===== config.mk =====
export PLATFORM = sky130hd
export DESIGN_NAME = ompss_lock_arbiter
export DESIGN_NICKNAME = d
export VERILOG_FILES = /design/src/rtl/ompss_lock_arbiter.sv
export SDC_FILE = /design/constraint.sdc
export NUM_CORES = 1
export LEC_CHECK = 0
export ABC_AREA = 1
export ABC_CLOCK_PERIOD_IN_PS = 4350
export CAP_MARGIN = 10
export CORE_MARGIN = 2
export CORE_UTILIZATION = 45
export CTS_CLUSTER_SIZE = 12
export DETAILED_ROUTE_END_ITERATION = 7
export PLACE_DENSITY_LB_ADDON = 0.05
export SLEW_MARGIN = 20
export SYNTH_ARGS = -nofsm -noshare
export SYNTH_HDL_FRONTEND = slang
export SYNTH_SLANG_ARGS = --single-unit

===== constraint.sdc =====
create_clock -name clk -period 4.35 [get_ports clk]
set_clock_uncertainty 0.2 [all_clocks]
set_input_delay 0.87 -clock clk [delete_from_list [all_inputs] [get_ports clk]]
set_output_delay 0.87 -clock clk [all_outputs]
set_load 0.01 [all_outputs]

===== src/rtl/ompss_lock_arbiter.sv =====
// ompss_lock_arbiter
// -----------------------------------------------------------------------------
// Mutual-exclusion lock table shared by the FPGA accelerators. The block sits
// in the OmpSs Manager as hardware resource 0x15. Accelerators send LOCK and
// UNLOCK commands. A LOCK is answered with an OK or REJECT acknowledgement. An
// UNLOCK is not answered. Commands are served one at a time, in the order in
// which they are accepted.
//
// Ports
//   clk, rstn          clock; asynchronous active-low reset
//   cmd_in_*           command stream: tdata[7:0] code, tdata[15:8] lock ID,
//                      tid = issuing accelerator
//   ack_out_*          acknowledgement stream: tdata[7:0] ack code,
//                      tdata[15:8] lock ID, tdest = requester, tid = 0x15
//   locks_held         number of locks currently owned
//   err                sticky protocol-error flag, cleared only by reset
// -----------------------------------------------------------------------------
module ompss_lock_arbiter #(
  parameter int NUM_LOCKS = 16,
  parameter int ACC_BITS  = 4
) (
  input  logic                clk,
  input  logic                rstn,
  input  logic [63:0]         cmd_in_tdata,
  input  logic [ACC_BITS-1:0] cmd_in_tid,
  input  logic                cmd_in_tvalid,
  output logic                cmd_in_tready,
  output logic [63:0]         ack_out_tdata,
  output logic [ACC_BITS-1:0] ack_out_tdest,
  output logic [4:0]          ack_out_tid,
  output logic                ack_out_tvalid,
  input  logic                ack_out_tready,
  output logic [8:0]          locks_held,
  output logic                err
);

  localparam int         IDX_W       = (NUM_LOCKS > 1) ? $clog2(NUM_LOCKS) : 1;
  localparam logic [8:0] NUM_LOCKS_W = 9'(NUM_LOCKS);
  localparam logic [7:0] CODE_LOCK   = 8'h04;
  localparam logic [7:0] CODE_UNLOCK = 8'h06;

  typedef enum logic [1:0] {IDLE, EXEC, RESP} state_t;

  state_t                state_reg;
  logic                  tready_reg;
  logic                  ack_valid_reg;
  logic [63:0]           ack_data_reg;
  logic [ACC_BITS-1:0]   ack_dest_reg;
  logic [8:0]            locks_reg;
  logic                  err_reg;
  logic [7:0]            code_reg;
  logic [7:0]            id_reg;
  logic [ACC_BITS-1:0]   tid_reg;

  logic [NUM_LOCKS-1:0]  valid_vec;
  logic [ACC_BITS-1:0]   owner_arr [NUM_LOCKS];
  logic [IDX_W-1:0]      idx;
  logic                  in_range;
  logic                  entry_valid;
  logic                  owner_match;
  logic                  is_lock;
  logic                  is_unlock;
  logic                  grant;
  logic                  release_ok;
  logic                  proto_err;

  // Only the code and lock-ID bytes of a command carry meaning.
  logic unused_tdata_bits;
  assign unused_tdata_bits = ^cmd_in_tdata[63:16];

  // The full 8-bit ID is range-checked. It is never truncated to the index
  // width, so an ID such as 0x10 cannot alias entry 0 when NUM_LOCKS is 16.
  assign idx         = id_reg[IDX_W-1:0];
  assign in_range    = {1'b0, id_reg} < NUM_LOCKS_W;
  assign entry_valid = in_range && valid_vec[idx];
  assign owner_match = owner_arr[idx] == tid_reg;
  assign is_lock     = code_reg == CODE_LOCK;
  assign is_unlock   = code_reg == CODE_UNLOCK;

  assign grant      = (state_reg == EXEC) && is_lock && in_range && !entry_valid;
  assign release_ok = (state_reg == EXEC) && is_unlock && entry_valid && owner_match;
  assign proto_err  = (state_reg == EXEC) &&
                      ((is_lock && !in_range) ||
                       (is_unlock && !release_ok) ||
                       (!is_lock && !is_unlock));

  // Lock table entries. Each entry is its own register slice so that reset
  // can clear the whole table in one cycle.
  genvar gi;
  generate
    for (gi = 0; gi < NUM_LOCKS; gi++) begin : g_entry
      logic                valid_reg;
      logic [ACC_BITS-1:0] owner_reg;

      always_ff @(posedge clk or negedge rstn) begin
        if (!rstn) begin
          valid_reg <= 1'b0;
          owner_reg <= '0;
        end else if (grant && (idx == IDX_W'(gi))) begin
          valid_reg <= 1'b1;
          owner_reg <= tid_reg;
        end else if (release_ok && (idx == IDX_W'(gi))) begin
          valid_reg <= 1'b0;
        end
      end

      assign valid_vec[gi] = valid_reg;
      assign owner_arr[gi] = owner_reg;
    end
  endgenerate

  // Control FSM. cmd_in_tready is registered. It rises on the first edge
  // after reset, and again on every edge that returns the FSM to IDLE.
  always_ff @(posedge clk or negedge rstn) begin
    if (!rstn) begin
      state_reg     <= IDLE;
      tready_reg    <= 1'b0;
      ack_valid_reg <= 1'b0;
      ack_data_reg  <= '0;
      ack_dest_reg  <= '0;
      locks_reg     <= '0;
      err_reg       <= 1'b0;
      code_reg      <= '0;
      id_reg        <= '0;
      tid_reg       <= '0;
    end else begin
      case (state_reg)
        IDLE: begin
          if (tready_reg && cmd_in_tvalid) begin
            code_reg   <= cmd_in_tdata[7:0];
            id_reg     <= cmd_in_tdata[15:8];
            tid_reg    <= cmd_in_tid;
            tready_reg <= 1'b0;
            state_reg  <= EXEC;
          end else begin
            tready_reg <= 1'b1;
          end
        end

        EXEC: begin
          if (proto_err) begin
            err_reg <= 1'b1;
          end
          if (is_lock) begin
            // Ack code 0x01 = OK, 0x00 = REJECT (held or out of range).
            ack_valid_reg <= 1'b1;
            ack_data_reg  <= {48'h0, id_reg, 7'h0, grant};
            ack_dest_reg  <= tid_reg;
            state_reg     <= RESP;
            if (grant) begin
              locks_reg <= locks_reg + 9'd1;
            end
          end else begin
            tready_reg <= 1'b1;
            state_reg  <= IDLE;
            if (release_ok) begin
              locks_reg <= locks_reg - 9'd1;
            end
          end
        end

        RESP: begin
          if (ack_out_tready) begin
            ack_valid_reg <= 1'b0;
            tready_reg    <= 1'b1;
            state_reg     <= IDLE;
          end
        end

        default: begin
          state_reg <= IDLE;
        end
      endcase
    end
  end

  assign cmd_in_tready  = tready_reg;
  assign ack_out_tvalid = ack_valid_reg;
  assign ack_out_tdata  = ack_data_reg;
  assign ack_out_tdest  = ack_dest_reg;
  assign ack_out_tid    = 5'h15;
  assign locks_held     = locks_reg;
  assign err            = err_reg;

endmodule


==> results of run 1 <==
## layer usage
layer	GRT usage, %	up-vias	share of wire [%]
li1	-	2665	-
met1	28.7	2542	48
met2	32.1	133	46
met3	4.43	11	4.3
met4	6.66	0	1.2
met5	0	-	0
## stage by stage
stage               power (mW)  instances  setup WS [ns]
finish                    3.81       1084          0.999
CTS                       3.85       1084          0.977
detailed placement        2.34       1052          0.964
floorplan                 2.07        902           2.13
global route              4.01       1084          0.683
global placement          2.32       1052           1.05
## final cells by class
| cell class | instances | area share [%] |
|---|---|---|
| clock inverter | 13 | 2.25 |
| clock buffer | 19 | 5.86 |
| multi-input combinational | 649 | 39.1 |
| timing repair buffer | 55 | 6.87 |
| tap | 184 | 2.98 |
| inverter | 37 | 1.85 |
| sequential | 127 | 41.1 |
## layout by cell type (no fill, tap or decap), types with 3 or more instances in the layout
cell             instances
nor2_1                  54
inv_2                    5
ha_1                    11
bufinv_16                3
clkinvlp_4               3
nand2_1                312
o21ai_0                 43
inv_1                   30
dfrtp_1                127
conb_1                  60
o21ai_1                 43
clkdlybuf4s50_1         47
a21oi_1                 25
xor2_1                   6
buf_4                    8
nand2_2                  4
nand2_4                 10
inv_6                    6
nand4_1                  7
mux2_2                   5
nand3_1                 51
clkbuf_16               17
## critical path, cell delays in order, from the launching register on
cell	delay, ns
dfrtp_1	0.38
buf_4	0.21
inv_4	0.32
nand2_1	0.09
nand2_1	0.07
nand2_1	0.05
nand2_1	0.08
nand2_1	0.06
nand2_1	0.12
nor2_1	0.06
nand2_1	0.41
clkinv_2	0.55
nand2_1	0.45
o21ai_0	0.13
## kinds of logic (layout without fill, tap and decap cells)
| family | count (synthesis) | in the layout | synth area share (%) |
|---|---|---|---|
| flops | 127 | 127 | 47.1 |
| xor+xnor | 8 | 8 | 1.04 |
| other cells | 2 | 60 | 0.111 |
| fa+ha+maj | 12 | 12 | 2.34 |
| simple gates | 447 | 447 | 28.3 |
| buf+inv | 126 | 124 | 11.4 |
| compound gates | 117 | 117 | 8.87 |
| mux | 5 | 5 | 0.835 |
## power by group through the flow
stage                     logic [mW]  registers (mW)  clock network (mW)
after floorplan                0.681            1.39                   0
after global placement         0.936            1.39                   0
after detailed placement       0.950            1.39                   0
after CTS                      0.953            1.37                1.53
after global routing            1.04            1.39                1.58
final                          0.937            1.37                1.50
## path summary, 6_finish.rpt
check	startpoint	endpoint	slack, ns	cells after the start
min in group clk	g_entry[8].valid_reg	g_entry[8].valid_reg	0.27	2
hold reg to reg	g_entry[8].valid_reg	g_entry[8].valid_reg	0.27	2
setup reg to reg	id_reg[0]	g_entry[11].owner_reg[0]	1.0	13
hold / removal	rstn	g_entry[9].owner_reg[2]	0.26	1
setup / recovery	id_reg[0]	g_entry[11].owner_reg[0]	1.0	13
max in group asynchronous	rstn	locks_held[4]	2.82	2
==> impl_metrics.tcl, run 1 <==
set metrics [dict create \
    vias_per_cell 4.94 \
    period_needed_ns 3.35 \
    root_buffer "clkbuf_16" \
    required_ns 4.42 \
    yosysMostFrequentCell "nand2_1" \
    fill_cells 1421 \
    yosysTopAreaCell "dfrtp_1" \
    ys_ff_latch 127 \
    timing.final.crit_share_pct 77.0 \
    tightest_slew_ns 0.820 \
    postSynthCellCount 844 \
    syn_area_um2 6740 \
    grt_pass1_wl_um 26100 \
    first_iter_violations 346 \
    largest_register_ffs 64 \
    seq_area_frac_synth_pct 47.1 \
    cp-end-kind "register" \
    cp_max_fo 34 \
    path_class "reg -> reg" \
    grt_setup_unrepaired "false" \
    core.rowCount 44 \
    clk_path_buf_depth 2 \
    clkSlewWorstSetupHoldPaths_ns 0.06 \
    drt_wl_total_um 15300 \
    hold_slack_ns 0.258 \
    drc 0 \
    utilization_pct 53.0 \
    fmax_mhz 298 \
    cts_tree "yes" \
    core_area_um2 14600 \
    syn_to_final_growth_pct 14.6 \
    comb_power_share_pct 24.6 \
    final_nets 971 \
    hold_buffers 0 \
    ctsResizeCount 0 \
    die_area_um2 16000 \
    async_flop_share_pct 100 \
    initial_core_util_pct 46.2 \
    syn_area_per_cell_um2 7.99 \
    final_area_um2 7730 \
    multi_input_area_um2 3020 \
    ys_top_cells_by_count "nand2_1 (313), dfrtp_1 (127), buf_4 (65), nor2_1 (54), nand3_1 (51)" \
    hpwlAfterDp_um 10400 \
    dr_total_vias 5351 \
    firstDrtPassIters 5 \
    cts_buffers 17 \
    clkPwrFrac_pct 39.4 \
    portBuffers 48 \
    grt_max_degree 50 \
    max-vdd-ir-drop_mv 0.423 \
    netlist.area_leader.share_pct 47.1 \
    regArea_um2 3180 \
    seqPwrFrac_pct 36.0 \
    yosys_warnings 0 \
    finalHoldViolCount 0 \
    slew_viol_final 0 \
    die_x_um 126 \
    grt_overflow 0 \
    placed_area_um2 7100 \
    drive_above_1_share_pct 8.22 \
    p_leak_nw 3.98 \
    start_kind "register" \
    num_antenna_cells 0 \
    synth_cell_types 38 \
    yosys-top-cells-area "dfrtp_1 (47%), nand2_1 (17%), buf_4 (7.2%)" \
    antenna_found_initial 0 \
    wl_per_cell_um 14.1 \
    grt_pass1_vias 5141 \
    synth_edf_count 0 \
    htreeDepth 4 \
    final.setup.tns_ns 0 \
    clock-sinks 127 \
    internal_power_mw 2.47 \
    switching_share_pct 35.0 \
    clk_latency_ns 0.42 \
    p_sw_mw 1.33 \
    fp.dieH_um 126 \
    cts_setup_buffers 0 \
    min_path_type "in -> async" \
    arrival_ns 3.42 \
    slew_headroom_pct 45.3 \
    grt_usage_pct 20.5 \
    synthFlopType "dfrtp_1" \
    cellPowerDensity_nw_per_um2 493 \
    status "finished, final reports clean" \
    place.gp.congestion 0.829 \
    antenna_left 0 \
    setup_viol 0 \
    cap_violations 0 \
    io_pins 157 \
]
Note: power is estimated with default switching activity, not from simulation.
==> run 2: changes to the inputs <==
ABC_CLOCK_PERIOD_IN_PS = 3500   (was 4350)
clock period = 3.5 ns   (was 4.35 ns; I/O delays follow)
==> run 2 against run 1 <==
Core utilization grew 0.060 points. Combinational power grew 26%. Critical endpoint is now g_entry[10].owner_reg[1]. Clock-buffer cell count shrank 1. Cell count grew 0.18%. Worst hold slack lost 0.15 ns. First-iteration DRC count shrank 2.6%. Global-route usage is essentially flat. Power grew 24%. Die area is the same. Critical path type unchanged.
==> impl_metrics.tcl, run 2 (synthesis results as in run 1) <==
set metrics [dict create \
    clkSlewWorstSetupHoldPaths_ns 0.06 \
    slew_viol_final 0 \
    clock-sinks 127 \
    total_power_mw 4.71 \
    first_iter_violations 337 \
    path_class "reg -> reg" \
    antenna_found_initial 0 \
    start_kind "register" \
    period_needed_ns 2.87 \
    startpoint "code_reg[5]" \
    initial_core_util_pct 46.2 \
    grt_pass1_wl_um 26000 \
    num_antenna_cells 0 \
    final.setup.tns_ns 0 \
    io_pins 157 \
    status "finished, final reports clean" \
    ctsResizeCount 0 \
    htreeDepth 4 \
    setup_viol 0 \
    dp_slack_ns 0.590 \
    hold_buffers 0 \
    hpwlAfterDp_um 10300 \
    most-common-layout-cells "nand2_1 (313), dfrtp_1 (127), conb_1 (60)" \
    crit_family "simple AND/OR/NAND/NOR gates" \
    dpl.cell_count 1054 \
    grt_usage_pct 20.5 \
    portBuffers 48 \
    fp.dieH_um 126 \
    cts_setup_buffers 0 \
    crit_top_cell "nand2_1" \
    final_area_um2 7730 \
    largest_register_ffs 64 \
    die_area_um2 16000 \
    max_stage_delay_ns 0.37 \
    slowest_stage "dfrtp_1" \
    final_common_cell "nand2_1" \
    drc 0 \
    grt_overflow 0 \
    utilization_pct 53.0 \
    fin_cells 1086 \
    clk_latency_ns 0.43 \
    tightest_slew_ns 0.699 \
    finalHoldViolCount 0 \
    die_x_um 126 \
    placed_area_um2 7120 \
    dr_total_vias 5345 \
    slew_headroom_pct 53.4 \
    grt_pass1_vias 5219 \
    cts_buffers 17 \
    drt_wl_total_um 15400 \
    antenna_left 0 \
    cap_violations 0 \
    core.rowCount 44 \
    cts_tree "yes" \
    vias_per_cell 4.92 \
    grt_setup_unrepaired "false" \
    min_path_type "in -> async" \
    path_buf_inv 3 \
    fill_cells 1404 \
    path_cells "nor2_1, nand2_1, nor3_4, inv_2, nor2_2, inv_2, nor2_1, nand2_1, clkinv_2, nand2_1, nand2_1, o21ai_0" \
    final_nets 973 \
    wl_per_cell_um 14.1 \
    place.gp.congestion 0.826 \
    fmax_mhz 348 \
    syn_to_final_growth_pct 14.7 \
    cellPowerDensity_nw_per_um2 609 \
    required_ns 3.57 \
    p_leak_nw 3.99 \
    hold_slack_ns 0.112 \
    cp_max_fo 29 \
    core_area_um2 14600 \
    timing.final.crit_share_pct 82.1 \
    reg2reg_from "code_reg[5]" \
    grt_max_degree 76 \
    drive_above_1_share_pct 8.20 \
    firstDrtPassIters 6 \
    max-vdd-ir-drop_mv 0.343 \
    clk_path_buf_depth 2 \
    setup_slack_ns 0.626 \
    arrival_ns 2.95 \
    cp-end-kind "register" \
    root_buffer "clkbuf_16" \
]
==> run 2: changes by cell type in the layout (fill, tap and decap cells not counted), sizes merged <==
cell      previous run  this run
buf                  8        10
clkinvlp             3         1
inv                 42        40
clkbuf              19        18
clkinv               2         7
==> run 2: metal layers <==
metal / part of all wire (%) / global-route usage, % / wire length [µm] / up-vias
li1: - / - / - / 2680
met1: 48 / 27.9 / 7320 / 2525
met2: 47 / 32.8 / 7180 / 123
met3: 4.2 / 4.77 / 641 / 17
met4: 1.4 / 6.66 / 221 / 0
met5: 0 / 0 / 0 / -
==> run 2: worst paths after layout <==
path,depth (start not counted),end,slack [ns]
setup / recovery,12,g_entry[10].owner_reg[1],0.63
hold / removal,1,g_entry[8].owner_reg[3],0.11
setup reg to reg,12,g_entry[10].owner_reg[1],0.63
hold reg to reg,2,g_entry[4].valid_reg,0.27
max in group asynchronous,2,err,2.13
min in group clk,2,g_entry[4].valid_reg,0.27
==> run 2: where the power goes <==
part | internal (mW) | switching [mW]
logic | 0.300 | 0.878
clock network | 1.13 | 0.691
registers | 1.62 | 0.0897
total | 3.05 | 1.66
==> run 2: layout make-up <==
| class | count | area [µm²] | share of cell area [%] |
|---|---|---|---|
| Multi-Input combinational cell | 649 | 3020 | 39.0 |
| Sequential cell | 127 | 3180 | 41.1 |
| Inverter | 37 | 143 | 1.84 |
| Clock buffer | 18 | 429 | 5.55 |
| Clock inverter | 14 | 181 | 2.35 |
| Timing Repair Buffer | 57 | 558 | 7.21 |
| Tap cell | 184 | 230 | 2.98 |
